==> config.mk <==
export PLATFORM = sky130hd
export DESIGN_NAME = multi_control_unit
export DESIGN_NICKNAME = d
export VERILOG_FILES = /design/src/rtl/multi_control_unit.sv
export SDC_FILE = /design/constraint.sdc
export NUM_CORES = 1
export LEC_CHECK = 0
export ABC_AREA = 0
export ABC_CLOCK_PERIOD_IN_PS = 3950
export BUFFER_PORTS_ARGS = -buffer_cell sky130_fd_sc_hd__clkbuf_2
export CORE_MARGIN = 8
export CORE_UTILIZATION = 48
export DETAILED_ROUTE_END_ITERATION = 8
export PLACE_DENSITY = 0.85
export REMOVE_ABC_BUFFERS = 1
export SLEW_MARGIN = 20
export SYNTH_ARGS = -nofsm -noshare
export SYNTH_HDL_FRONTEND = slang
export SYNTH_SLANG_ARGS = --single-unit
==> constraint.sdc <==
create_clock -name CLK_in -period 3.95 [get_ports CLK_in]
set_input_delay 0.5925 -clock CLK_in [delete_from_list [all_inputs] [get_ports CLK_in]]
set_output_delay 0.5925 -clock CLK_in [all_outputs]
set_load 0.03 [all_outputs]
==> src/rtl/multi_control_unit.sv <==
// Multi-cycle control unit: registers the fetched instruction, decodes it into
// per-stage strobes/ALU controls, and tracks halt state and retired-instruction count.
module multi_control_unit (
    input  logic        CLK_in,
    input  logic        RST_in,
    input  logic [4:0]  Stage,
    input  logic [31:0] Instr_in,
    input  logic        Zero_in,
    output logic [4:0]  StageControl,
    output logic        Halt_en,
    output logic [31:0] IR_out,
    output logic        IRWre,
    output logic        PCWre,
    output logic        RegWre,
    output logic        MemWre,
    output logic        MemRd,
    output logic [2:0]  ALUOp,
    output logic [1:0]  PCSrc,
    output logic [15:0] InstrCount
);

    typedef enum logic [3:0] {
        CLS_NONE,
        CLS_RALU,
        CLS_IALU,
        CLS_LW,
        CLS_SW,
        CLS_BEQ,
        CLS_BNE,
        CLS_J,
        CLS_HALT
    } instr_cls_e;

    logic [31:0] ir_q, ir_d;
    logic        halt_q, halt_d;
    logic [15:0] cnt_q, cnt_d;

    logic [5:0]  opcode, funct;
    instr_cls_e  cls;
    logic [2:0]  alu_op;
    logic        is_if, is_id, is_exe, is_mem, is_wb;
    logic        final_stage;
    logic [4:0]  stage_ctl;
    logic        ir_wre, pc_wre, reg_wre, mem_wre, mem_rd;
    logic [1:0]  pc_src;

    // Exact one-hot compares: any illegal Stage value selects no stage at all.
    always_comb begin
        is_if  = (Stage == 5'b10000);
        is_id  = (Stage == 5'b01000);
        is_exe = (Stage == 5'b00100);
        is_mem = (Stage == 5'b00010);
        is_wb  = (Stage == 5'b00001);
    end

    always_comb begin
        opcode = ir_q[31:26];
        funct  = ir_q[5:0];
        cls    = CLS_NONE;
        alu_op = 3'b000;
        case (opcode)
            6'b000000: begin
                if (ir_q != '0) begin
                    case (funct)
                        6'b100000: begin cls = CLS_RALU; alu_op = 3'b000; end
                        6'b100010: begin cls = CLS_RALU; alu_op = 3'b001; end
                        6'b100101: begin cls = CLS_RALU; alu_op = 3'b010; end
                        6'b100100: begin cls = CLS_RALU; alu_op = 3'b011; end
                        6'b101010: begin cls = CLS_RALU; alu_op = 3'b100; end
                        default:   cls = CLS_NONE;
                    endcase
                end
            end
            6'b001000: begin cls = CLS_IALU; alu_op = 3'b000; end
            6'b001101: begin cls = CLS_IALU; alu_op = 3'b010; end
            6'b001100: begin cls = CLS_IALU; alu_op = 3'b011; end
            6'b001010: begin cls = CLS_IALU; alu_op = 3'b100; end
            6'b100011: cls = CLS_LW;
            6'b101011: cls = CLS_SW;
            6'b000100: begin cls = CLS_BEQ; alu_op = 3'b001; end
            6'b000101: begin cls = CLS_BNE; alu_op = 3'b001; end
            6'b000010: cls = CLS_J;
            6'b111111: cls = CLS_HALT;
            default:   cls = CLS_NONE;
        endcase
    end

    // The final stage is the one from which the sequencer returns to IF.
    always_comb begin
        stage_ctl   = 5'b00000;
        final_stage = 1'b0;
        case (cls)
            CLS_RALU, CLS_IALU: begin stage_ctl = 5'b00101; final_stage = is_wb;  end
            CLS_LW:             begin stage_ctl = 5'b00111; final_stage = is_wb;  end
            CLS_SW:             begin stage_ctl = 5'b00110; final_stage = is_mem; end
            CLS_BEQ, CLS_BNE:   begin stage_ctl = 5'b00100; final_stage = is_exe; end
            CLS_HALT:           final_stage = 1'b0;
            default:            final_stage = is_id;
        endcase

        ir_wre  = is_if & ~halt_q;
        pc_wre  = final_stage & ~halt_q;
        reg_wre = is_wb & ((cls == CLS_RALU) | (cls == CLS_IALU) | (cls == CLS_LW));
        mem_wre = is_mem & (cls == CLS_SW);
        mem_rd  = is_mem & (cls == CLS_LW);

        pc_src = 2'b00;
        if (pc_wre) begin
            if (cls == CLS_J)
                pc_src = 2'b10;
            else if (((cls == CLS_BEQ) & Zero_in) | ((cls == CLS_BNE) & ~Zero_in))
                pc_src = 2'b01;
        end
    end

    always_comb begin
        ir_d   = ir_wre ? Instr_in : ir_q;
        halt_d = halt_q | (is_id & (cls == CLS_HALT));
        cnt_d  = cnt_q + {15'd0, pc_wre};
    end

    always_ff @(posedge CLK_in) begin
        if (RST_in) begin
            ir_q   <= '0;
            halt_q <= 1'b0;
            cnt_q  <= '0;
        end else begin
            ir_q   <= ir_d;
            halt_q <= halt_d;
            cnt_q  <= cnt_d;
        end
    end

    assign StageControl = stage_ctl;
    assign Halt_en      = halt_q;
    assign IR_out       = ir_q;
    assign IRWre        = ir_wre;
    assign PCWre        = pc_wre;
    assign RegWre       = reg_wre;
    assign MemWre       = mem_wre;
    assign MemRd        = mem_rd;
    assign ALUOp        = alu_op;
    assign PCSrc        = pc_src;
    assign InstrCount   = cnt_q;

endmodule

### Word-level counts from Yosys, hierarchy flattened

Cells that the tools add are included.

* input bits: 40
* bits in registers: 49

* $add $sub $neg: 1
* muxes and demuxes: 11
* eq/ne operators: 28
* bitwise gates (word level): 14
* reduce and logical (&&, ||, !) cells: 8

Operators with widths (count)
* $eq 6x6->1 const B: 8
* $pmux 4 s8: 1
* $reduce_bool 32->1: 1
* $eq 6x4->1 const B: 4
* $pmux 3 s4: 2
* $add 16x1->16: 1
* $eq 4x3->1 const B: 4
* $pmux 3 s5: 1
* $eq 6x3->1 const B: 2
* $and 1x1->1: 8
* $eq 4x2->1 const B: 2
* $eq 6x2->1 const B: 1
* $logic_not 6->1: 1
* $reduce_or 2->1: 3
* $eq 5x1->1 const B: 1
* $eq 5x2->1 const B: 1
* $eq 5x3->1 const B: 1
* $eq 5x4->1 const B: 1
* $eq 5x5->1 const B: 1
* $reduce_or 5->1: 1
* $eq 4x1->1 const B: 1
* $eq 4x4->1 const B: 1
* $mux 2: 2
* $or 1x1->1: 4
* other kinds (6): 9

### Longest topological paths before layout

Gate-level depths: netlist of run 1.

* depth after elaboration: 11
* depth in mapped cells: 16
* depth with buffers taken out: 13

### Worst setup path after synthesis of run 1

OpenSTA, ideal clock, no wires.

* path kind: register to register
* from: reg ir_q[31] (netlist: IR_out[31])
* to: reg cnt_q[12] (netlist: InstrCount[12])
* arrival: 3.734 ns
* cell stages (with the launch flop): 15
* slack: 0.143 ns
* library setup time: 0.074 ns
* cells stage by stage: dfxtp_1 -> buf_2 -> nand3_2 -> nor2_2 -> nand4b_1 -> a2111oi_1 -> a211oi_2 -> a211oi_2 -> ha_1 -> ha_1 -> and2_1 -> clkbuf_1 -> nand2_1 -> or3_1 -> a21oi_1

* longest elaborated chain between the ends: 8
* elaborated cells on any way between the ends: 27
* those cells by class: add/sub: 1; eq/ne: 17; mux: 3; bitwise: 1; reduce/logical: 5

RTL lines
* from (decl): RTL line 34 `logic [31:0] ir_q, ir_d;`
* from (signal assigned): RTL line 128 `ir_q <= ir_d;`
* $reduce_bool 32->1 / $eq 6x4->1 (equally long branches): RTL line 63, 61
* $mux 1 / $reduce_or 4->1 (equally long branches)
* $pmux 4 s8 (*): RTL line 61 `case (opcode)`
* $eq 4x1->1, or another cell as far along: RTL line 92 `case (cls)`
* $reduce_or 3->1 (no source line) / $reduce_or 2->1 (equally long branches)
* $pmux 1 s4 (*): RTL line 92
* $and 1x1->1 (*): RTL line 102 `pc_wre = final_stage & ~halt_q;`
* named net PCWre: RTL line 13 `output logic PCWre,`
* $add 16x1->16 (*): RTL line 119 `cnt_d = cnt_q + {15'd0, pc_wre};`
* to (signal assigned): RTL line 130 `cnt_q <= cnt_d;`
* to (decl): RTL line 36 `logic [15:0] cnt_q, cnt_d;`

Mark *: on every way through the listed nets, which the timed path passes. The rest lies on a longest branch.
A chain may end at the register's enable or synchronous reset.

### Final worst setup path of run 1

* from: reg ir_q[29] (netlist: IR_out[29])
* to: reg cnt_q[12] (netlist: InstrCount[12])

* longest elaborated chain between the ends: 8
* elaborated cells on any way between the ends: 27
* those cells by class: add/sub: 1; eq/ne: 17; mux: 3; bitwise: 1; reduce/logical: 5

RTL lines (RTL line)
* $reduce_bool 32->1 / $eq 6x4->1 (equally long branches): 63, 61
* $mux 1 / $reduce_or 4->1 (equally long branches)
* $pmux 4 s8 (*): 61
* $eq 4x1->1, or another cell as far along: 92
* $reduce_or 3->1 (no source line) / $reduce_or 2->1 (equally long branches)
* $pmux 1 s4 (*): 92
* $and 1x1->1 (*): 102
* $add 16x1->16 (*): 119

Every way passes the cells marked *; elsewhere a longest branch is shown, timed or not.

==> results of run 1 <==
==> flip-flops by register name (all words and copies together) (netlist names) <==
name / cells
InstrCount: 16
IR_out: 32
Halt_en: 1
==> cell families (layout without fill, tap and decap cells) <==
family	count (synthesis)	count (layout)	synth area share, %
xor+xnor	12	12	4.09
buf+inv	24	115	5.36
fa+ha+maj	2	2	0.975
flops	49	49	38.2
other cells	1	2	0.146
compound gates	68	68	21.4
simple gates	154	154	29.8
==> worst max-delay path, cell delays in order (launching register included) <==
cell       delay [ps]
dfxtp_1           710
nand2b_1          180
o22ai_1            80
a2bb2oi_2         200
a21boi_2          110
or3_1             420
a211oi_2          250
ha_1              260
ha_1              200
and2_1            240
nand2_1            90
or3_1             300
a21oi_1           140
==> metal layers <==
layer  global-route usage (%)  vias to the layer above  wire length, µm
met5                        0                        -                0
li1                         -                     1247                -
met2                     28.5                       90             3210
met3                     6.34                        8              650
met4                     4.38                        0               51
met1                     20.7                     1131             2930
==> path summary, 6_finish.rpt <==
| path | end | slack [ps] | cells past startpoint |
|---|---|---|---|
| setup / recovery | InstrCount[12] | 700 | 12 |
| hold / removal | IR_out[12] | 480 | 2 |
| setup reg to reg | InstrCount[12] | 700 | 12 |
| hold reg to reg | IR_out[12] | 480 | 2 |
==> report_power, final <==
group / internal (mW) / leakage [nW] / switching [mW]
registers: 0.499 / 0.395 / 0.00630
logic: 0.0368 / 0.844 / 0.0620
clock network: 0.142 / 0.0512 / 0.164
==> cell usage in the layout, fill, tap and decap left out, drive strengths merged, types with 3 or more instances in the layout <==
cell | Yosys | layout
xor2 | 9 | 9
and2 | 7 | 7
a21oi | 39 | 39
clkinv | 1 | 3
nand3b | 3 | 3
nand4 | 5 | 5
xnor2 | 3 | 3
nor4 | 8 | 8
clkbuf | 5 | 107
nand3 | 12 | 12
dfxtp | 49 | 49
nand2 | 71 | 71
or3 | 6 | 6
inv | 3 | 3
nand2b | 5 | 5
nor2 | 24 | 24
nor2b | 4 | 4
o21ai | 9 | 9
==> cell type report <==
type                            count  area (µm²)
Fill cell                         475        1980
Multi-Input combinational cell    238        1450
Sequential cell                    49         981
Timing Repair Buffer              103         520
Tap cell                           70        87.6
Clock buffer                        6        82.6
Inverter                            4        20.0
Clock inverter                      2        13.8
==> per-stage QoR <==
| stage | setup WS, ps | std cells | hold slack (ps) | util, % |
|---|---|---|---|---|
| 2_1_floorplan | 257 | 291 | 589 | - |
| 3_3_place_gp | 885 | 464 | 457 | 59.6 |
| 3_5_place_dp | 753 | 464 | 465 | 59.6 |
| 4_1_cts | 716 | 472 | 479 | 61.4 |
| 5_1_grt | 451 | 472 | 495 | 61.4 |
| 6_report | 703 | 472 | 480 | 61.4 |
==> summary.md, run 1 <==
| Metric | Value |
|---|---|
| Setup TNS | 0 ps |
| Sequential element share of the synthesized area | between 30% and 40% |
| CTS tree | yes |
| Final Slew Violations | 0 |
| Hpwl dp | 5210 µm |
| Slew headroom | 59.9% |
| Prevailing post-synth register cell | dfxtp_1 |
| Clk sinks | a little under 50 |
| Asr flop ratio synth | 0% |
| Fin crit period | between 3000 and 4000 ps |
| Starting density of the core | 50.0% |
| Via count | ~2500 |
| Crit. Startpoint | IR_out[29] |
| Nature of the critical path startpoint | flop |
| Iter 0 DRT Violations | ~180 |
| Most common cell in the netlist | nand2_1 |
| Maximum fanout along the worst path | 18 |
| Mapped Cells | between 300 and 400 |
| Design area | roughly 3200 µm² |
| Top cells by area, synth | dfxtp_1, a21oi_2, nand2_1 |
| Largest net degree at the start of global routing | 34 |
| Critical R2R Launch | IR_out[29] |
| Worst Hold Class | flop to flop |
| # Post-CTS Setup Buffers | 0 |
| Core Region | approximately 5100 µm² |
| Root Driver | clkbuf_8 |
| Worst-Skew Late Latency | 300 ps |
| Pwr per Cell Area | 288 nW/µm² |
| Synthesis-to-finish area growth | 23.0% |
| Worst Setup End Kind | flop |
| GPL Wtd Cong | between 0.8 and 0.9 |
| TritonCTS Buffers | 5 |
| Die W | about 89 µm |
| Area share of the largest cell type after synthesis | a little under two fifths |
| Crit path DAT | 3470 ps |
| Post-Syn Area | about 2600 µm² |
| Post-synth top area cell | dfxtp_1 |
| Post-CTS Resized | 0 |
| Via density | 5.25 |
| Row count | 26 |
| Post-synth EDFFs | 0 |
| Dpl cell area | between 3000 and 4000 µm² |
| WL/cell | roughly 14 µm |
| Hold Crit Start | IR_out[12] |
| Leakage power total | between 1 and 1.5 nW |
| Max-cap violations | 0 |
| Syn_area_per_cell | 8.28 µm² |
| First-pass GRT wire length | 10900 µm |
| Seq cells post-synth | 49 |
| Top post-synthesis cells by count | nand2_1, dfxtp_1, a21oi_2 |
| PortBufs | ~100 |
| CTS H-tree lvls | 2 |
| Nets | between 400 and 500 |
| Worst VDD drop | about 0.14 mV |
| Outcome | finished, final reports clean |
| Tcrit/Tclk final | slightly above 80% |
| Remaining antenna violation count after routing | 0 |
| Vias in the first global route | 2384 |
| Initial antenna violation count | 0 |
| Worst slew pin tran | 600 ps |
| Syn. warnings | 0 |
| Worst Clk Skew | roughly 6.5 ps |
| DRC viols | 0 |
| Final Hold Viols | 0 |
| GRT Util Overall | between 10% and 20% |
| Total Power | between 0.9 and 1 mW |
| Ant diodes | 0 |
| Clock Tree Buf Depth | 2 |
| Boundary Pins | between 100 and 150 |
| Die Span Y | 89.1 µm |
| Unrepaired setup endpoints after global routing | no |
| Routed Wire Length | a little under 7000 µm |
| Layout cells sized above 1 | between 40% and 50% |
| Post-CTS Hold Fix Bufs | 0 |
| Clk pin slew, worst setup/hold paths | roughly 90 ps |
| Max Fclk | roughly 0.3 GHz |
| Final setup viols | 0 |
| Drt pass-1 iters | 4 |
| Grt ovf | 0 |
| CP Class | flop to flop |
| Netlist cell types | 55 |
| Die Footprint | slightly below 8000 µm² |
| Worst Path Required | 4170 ps |
No activity file was read; power rests on OpenSTA's default activity.
==> run 2: changes to the inputs <==
- ABC_CLOCK_PERIOD_IN_PS: 3950 -> 3200
- clock period: 3.95 -> 3.2 ns (I/O delays scaled with it)
==> summary.md, run 2 (synthesis gave the netlist of run 1 again) <==
| Metric | Value |
|---|---|
| Fin crit period | 3020 ps (-229 ps) |
| Largest net degree at the start of global routing | 34 (unchanged) |
| Nets | 445 (+0.45%) |
| Hpwl dp | 5380 µm (+3.3%) |
| Routed Wire Length | 7000 µm (+2.4%) |
| Clk sinks | 49 (unchanged) |
| Worst Hold Class | input pin to flop |
| GRT Util Overall | 17.5% (+0.20 points) |
| Die Span Y | 89.1 µm (unchanged) |
| CTS H-tree lvls | 2 (unchanged) |
| Synthesis-to-finish area growth | 25.4% |
| Worst slew pin tran | 669 ps (+68.5 ps) |
| Max-cap violations | 0 (unchanged) |
| Maximum fanout along the worst path | 10 (-8) |
| Worst VDD drop | 0.185 mV (+32%) |
| Commonest non-fill, non-tap cell in the layout | clkbuf_2 |
| GPL Wtd Cong | 0.871 (+0.14%) |
| Core Region | 5140 µm² (unchanged) |
| WL/cell | 14.8 µm (+2.0%) |
| Pre-CTS setup slack | -0.377 ps (-754 ps) |
| Starting density of the core | 50.0% (unchanged) |
| Layout cells sized above 1 | 44.3% (+4.0 points) |
| Worst Setup End Kind | flop |
| Die W | 89.1 µm (unchanged) |
| Root Driver | clkbuf_8 |
| Remaining antenna violation count after routing | 0 (unchanged) |
| CTS tree | yes |
| Final WS setup | 182 ps (-521 ps) |
| Pwr per Cell Area | 352 nW/µm² (+22%) |
| Max reg flops | 32 (unchanged) |
| Final Hold Viols | 0 (unchanged) |
| Max Fclk | 0.331 GHz (+7.6%) |
| First-pass GRT wire length | 11100 µm (+1.9%) |
| Total Power | 1.13 mW (+24%) |
| Die Footprint | 7950 µm² (unchanged) |
| Leakage power total | 1.30 nW (+1.0%) |
| DRC viols | 0 (unchanged) |
| Ant diodes | 0 (unchanged) |
| Commonest non-fill, non-tap cells in the layout | clkbuf_2, nand2_1, dfxtp_1 |
| PortBufs | 101 (unchanged) |
| Vias in the first global route | 2528 (+6.0%) |
| Initial antenna violation count | 0 (unchanged) |
| Worst Path Required | 3420 ps (-750 ps) |
| Iter 0 DRT Violations | 123 (-32%) |
| Row count | 26 (unchanged) |
| Clk pin slew, worst setup/hold paths | 100 ps (about the same) |
| Nature of the critical path startpoint | flop |
| Slew headroom | 55.4% (-4.5 points) |
| Grt ovf | 0 (unchanged) |
| Drt pass-1 iters | 4 (unchanged) |
| Final setup viols | 0 (unchanged) |
| Setup TNS | 0 ps (unchanged) |
| Via count | 2509 (+1.3%) |
| Via density | 5.29 (+0.91%) |
| # Post-CTS Setup Buffers | 0 (unchanged) |
| CP Class | flop to flop |
| Boundary Pins | 104 (unchanged) |
| Clock Tree Buf Depth | 2 (unchanged) |
| Post-CTS Hold Fix Bufs | 0 (unchanged) |
| Crit path DAT | 3240 ps (-230 ps) |
| Tcrit/Tclk final | 94.3% (+12 points) |
| TritonCTS Buffers | 5 (unchanged) |
| Final Slew Violations | 0 (unchanged) |
| Outcome | finished, final reports clean |
| Worst Clk Skew | 8.74 ps (+2.20 ps) |
| Worst-Skew Late Latency | 300 ps (about the same) |
-- run 2: changes by cell type in the layout (fill, tap and decap cells not counted), sizes merged --
cell | before | now
clkinv | 3 | 1
inv | 3 | 4
buf | 2 | 4
clkinvlp | 0 | 1
-- run 2: critical path, cell delays in order, from the launching register on --
cell and delay (ps):
dfxtp_4 420, nand2b_2 200, o22ai_1 100, a2bb2oi_2 200, a21boi_2 110, or3_1 410, a211oi_2 300, ha_2 250
ha_1 180, and2_2 210, nand2_1 80, or3_1 320, a21oi_1 140
-- run 2: per-layer routing --
metal  track usage [%]  part of all wire (%)  vias to the layer above
li1                  -                     -                     1253
met1              20.6                    42                     1172
met2              30.0                    48                       80
met3              5.88                   8.9                        4
met4              3.63                  0.44                        0
met5                 0                     0                        -
-- run 2: final cells by class --
type                            count  area [µm²]
Clock inverter                      2        16.3
Tap cell                           70        87.6
Multi-Input combinational cell    238        1480
Timing Repair Buffer              105         536
Inverter                            4        20.0
Sequential cell                    49        1000
Clock buffer                        6        82.6
Fill cell                         487        1920
-- run 2: power by group --
group          internal [mW]  leakage, nW  switching, mW
Clock                  0.178       0.0478          0.208
Combinational         0.0464        0.855         0.0782
Sequential             0.614        0.401        0.00792
-- run 2: worst paths after layout --
check                    start              to  slack, ps  depth (start not counted)
setup / recovery    IR_out[27]  InstrCount[12]        180                         12
hold / removal    Instr_in[13]      IR_out[13]        390                          3
setup reg to reg    IR_out[27]  InstrCount[12]        180                         12
hold reg to reg     IR_out[11]      IR_out[11]        490                          2
-- run 2: metrics by stage --
stage                     instances  hold slack, ps  area [µm²]  utilization [%]
after floorplan                 291             542        2450                -
after global placement          466             462        3080             59.9
after detailed placement        466             471        3080             59.9
after CTS                       474             382        3180             61.8
after global routing            474             382        3220             62.7
final                           474             391        3220             62.7
-- run 2: timing repair --
| action | in CTS | in global routing |
|---|---|---|
| endpoints found under the setup margin | 1 | 8 |
| resized for setup | 1 | 18 |
| pin swaps | 0 | 1 |
==> run 3: changes to the inputs <==
- MAX_ROUTING_LAYER: default -> met4
- RECOVER_POWER: default -> 25
==> summary.md, run 3 (synthesis gave the netlist of run 1 again) <==
| Metric | Value |
|---|---|
| Outcome | finished, final reports clean |
| Grt ovf | 0 (unchanged) |
| Hold Crit Start | Instr_in[13] |
| Nets | 445 (unchanged) |
| TritonCTS Buffers | 5 (unchanged) |
| DRC viols | 0 (unchanged) |
| PortBufs | 101 (unchanged) |
| Via density | 5.31 (+0.24%) |
| Iter 0 DRT Violations | 130 (+5.7%) |
| Vias in the first global route | 2519 (-0.36%) |
| Root Driver | clkbuf_8 |
| Hpwl dp | 5380 µm (unchanged) |
| Final Slew Violations | 0 (unchanged) |
| GPL Wtd Cong | 0.886 (+1.6%) |
| Max Fclk | 0.332 GHz (+0.15%) |
| Tcrit/Tclk final | 94.2% (-0.14 points) |
| Worst Setup End Kind | flop |
| Starting density of the core | 50.0% (unchanged) |
| Boundary Pins | 104 (unchanged) |
| Met1 WL | 3070 µm (+3.1%) |
| Clock Tree Buf Depth | 2 (unchanged) |
| Crit path DAT | 3230 ps (about the same) |
| Metal2 WL | 3380 µm (+0.27%) |
| Worst R2R Setup Slack | 190 ps (about the same) |
| Final Hold Viols | 0 (unchanged) |
| Drt pass-1 iters | 4 (unchanged) |
| Worst slew pin tran | 668 ps (-0.475 ps) |
| Routed Wire Length | 7020 µm (+0.34%) |
| Core Region | 5140 µm² (unchanged) |
| Worst Hold Endpoint | IR_out[13] |
| Buf+Inv Stages, Crit Path | 0 (unchanged) |
| Design area | 3190 µm² (-1.0%) |
| Max Used Layer | met4 |
| First-pass GRT wire length | 11100 µm (+0.18%) |
| Top cell by count, worst path | or3_1 |
| Dpl cell area | 3080 µm² (unchanged) |
| Max stage delay cell, worst path | dfxtp_4 |
| Slew headroom | 55.4% (about the same) |
| Layout cells sized above 1 | 37.9% (-6.4 points) |
| Remaining antenna violation count after routing | 0 (unchanged) |
| Fin crit period | 3010 ps (-4.51 ps) |
| Worst VDD drop | 0.186 mV (+0.52%) |
| Die W | 89.1 µm (unchanged) |
| Area taken by multi-input logic gates | 1480 µm² (unchanged) |
| Register area | 1000 µm² (unchanged) |
| Critical R2R Launch | IR_out[27] |
| Largest net degree at the start of global routing | 34 (unchanged) |
| Max reg flops | 32 (unchanged) |
| Total Power | 1.13 mW (about the same) |
| Max-cap violations | 0 (unchanged) |
| Worst hold stages | 3 (unchanged) |
| Leakage power total | 1.21 nW (-6.9%) |
| FF-to-FF path depth | 12 (unchanged) |
| CP top delay family | simple AND/OR/NAND/NOR gates |
| Worst-Skew Late Latency | 300 ps (about the same) |
| Commonest non-fill, non-tap cells in the layout | clkbuf_2, nand2_1, dfxtp_1 |
| Ant diodes | 0 (unchanged) |
| GRT Util Overall | 17.9% (+0.46 points) |
| CP Class | flop to flop |
| WL/cell | 14.8 µm (+0.34%) |
| Finished Layout Cells | 474 (unchanged) |
| DP Cell Count | 466 (unchanged) |
| CTS tree | yes |
| Worst Path Required | 3420 ps (about the same) |
| Worst Clk Skew | 9.67 ps (+0.928 ps) |
| Slowest stage delay, CP | 420 ps (about the same) |
| Initial antenna violation count | 0 (unchanged) |
| Pwr per Cell Area | 355 nW/µm² (+1.1%) |
| Post-CTS Hold Fix Bufs | 0 (unchanged) |
| Clk pin slew, worst setup/hold paths | 100 ps (about the same) |
| Die Footprint | 7950 µm² (unchanged) |
| CTS H-tree lvls | 2 (unchanged) |
| Post-layout util | 62.0% (-0.63 points) |
| Via count | 2515 (+0.24%) |
| # Post-CTS Setup Buffers | 0 (unchanged) |
| Crit path cell chain | nand2b_2, o22ai_1, a2bb2oi_2, a21boi_2, or3_1, a211oi_2, ha_2, ha_1, and2_2, nand2_1, or3_1, a21oi_1 |
| Final setup viols | 0 (unchanged) |
| Final-layout fill cell count | 498 (+2.3%) |
| Min Hold Slack | 390 ps (-1.32 ps) |
| Worst R2R End | InstrCount[12] |
| Worst Hold Class | input pin to flop |
| Synthesis-to-finish area growth | 24.2% |
| Nature of the critical path startpoint | flop |
| Maximum fanout along the worst path | 10 (unchanged) |
| Die Span Y | 89.1 µm (unchanged) |
| Met3 wire length | 523 µm (-16%) |
| Clk sinks | 49 (unchanged) |
| Row count | 26 (unchanged) |
| Commonest non-fill, non-tap cell in the layout | clkbuf_2 |
==> run 3: cell counts in the layout (fill, tap and decap cells not counted) <==
Identical to the previous run, type by type.
==> run 3: stage by stage <==
| step | TNS, ps | setup WS, ps |
|---|---|---|
| 2_1_floorplan | -3370 | -493 |
| 3_3_place_gp | 0 | 196 |
| 3_5_place_dp | -0.377 | -0.377 |
| 4_1_cts | 0 | 3.69 |
| 5_1_grt | -23.0 | -23.0 |
| 6_report | 0 | 187 |
==> run 3: what timing repair did <==
item | in CTS | in global routing
endpoints found under the setup margin | 1 | 8
pin swaps | 0 | 1
gates resized for setup | 1 | 18
==> run 3: how the worst max path moves through the flow <==
stage	slack, ps	cells past startpoint	startpoint	endpoint
global route	-20	12	IR_out[2]	InstrCount[12]
finish	190	12	IR_out[27]	InstrCount[12]
detailed placement	-0.4	12	IR_out[27]	InstrCount[12]
floorplan	-490	12	IR_out[31]	InstrCount[12]
global placement	200	13	IR_out[27]	InstrCount[14]
CTS	4	12	IR_out[28]	InstrCount[12]
==> run 3: area by class of cell <==
type	count	area share [%]
well taps	70	2.75
inverters	4	0.628
clock inverters	2	0.510
multi-input cells	238	46.4
clock buffers	6	2.59
repair buffers	105	15.8
flip-flops and latches	49	31.4
==> run 3: where the power goes <==
part / leakage (nW) / switching [mW] / internal (mW)
registers: 0.401 / 0.00798 / 0.614
clock network: 0.0478 / 0.210 / 0.178
logic: 0.765 / 0.0781 / 0.0453
==> run 3: worst register-to-register path, delay by kind of cell (launching register included) <==
kind | cells | cell delay [ps]
AND/OR/NAND/NOR | 5 | 1230
adder cells (fa/ha/maj) | 2 | 430
flip-flops | 1 | 420
AO/OA/AOI/OAI | 5 | 850
==> run 3: routing by layer <==
layer	track usage (%)	up-vias
met5	-	-
met4	3.63	0
met3	4.60	8
met2	30.0	78
met1	21.2	1180
li1	-	1249
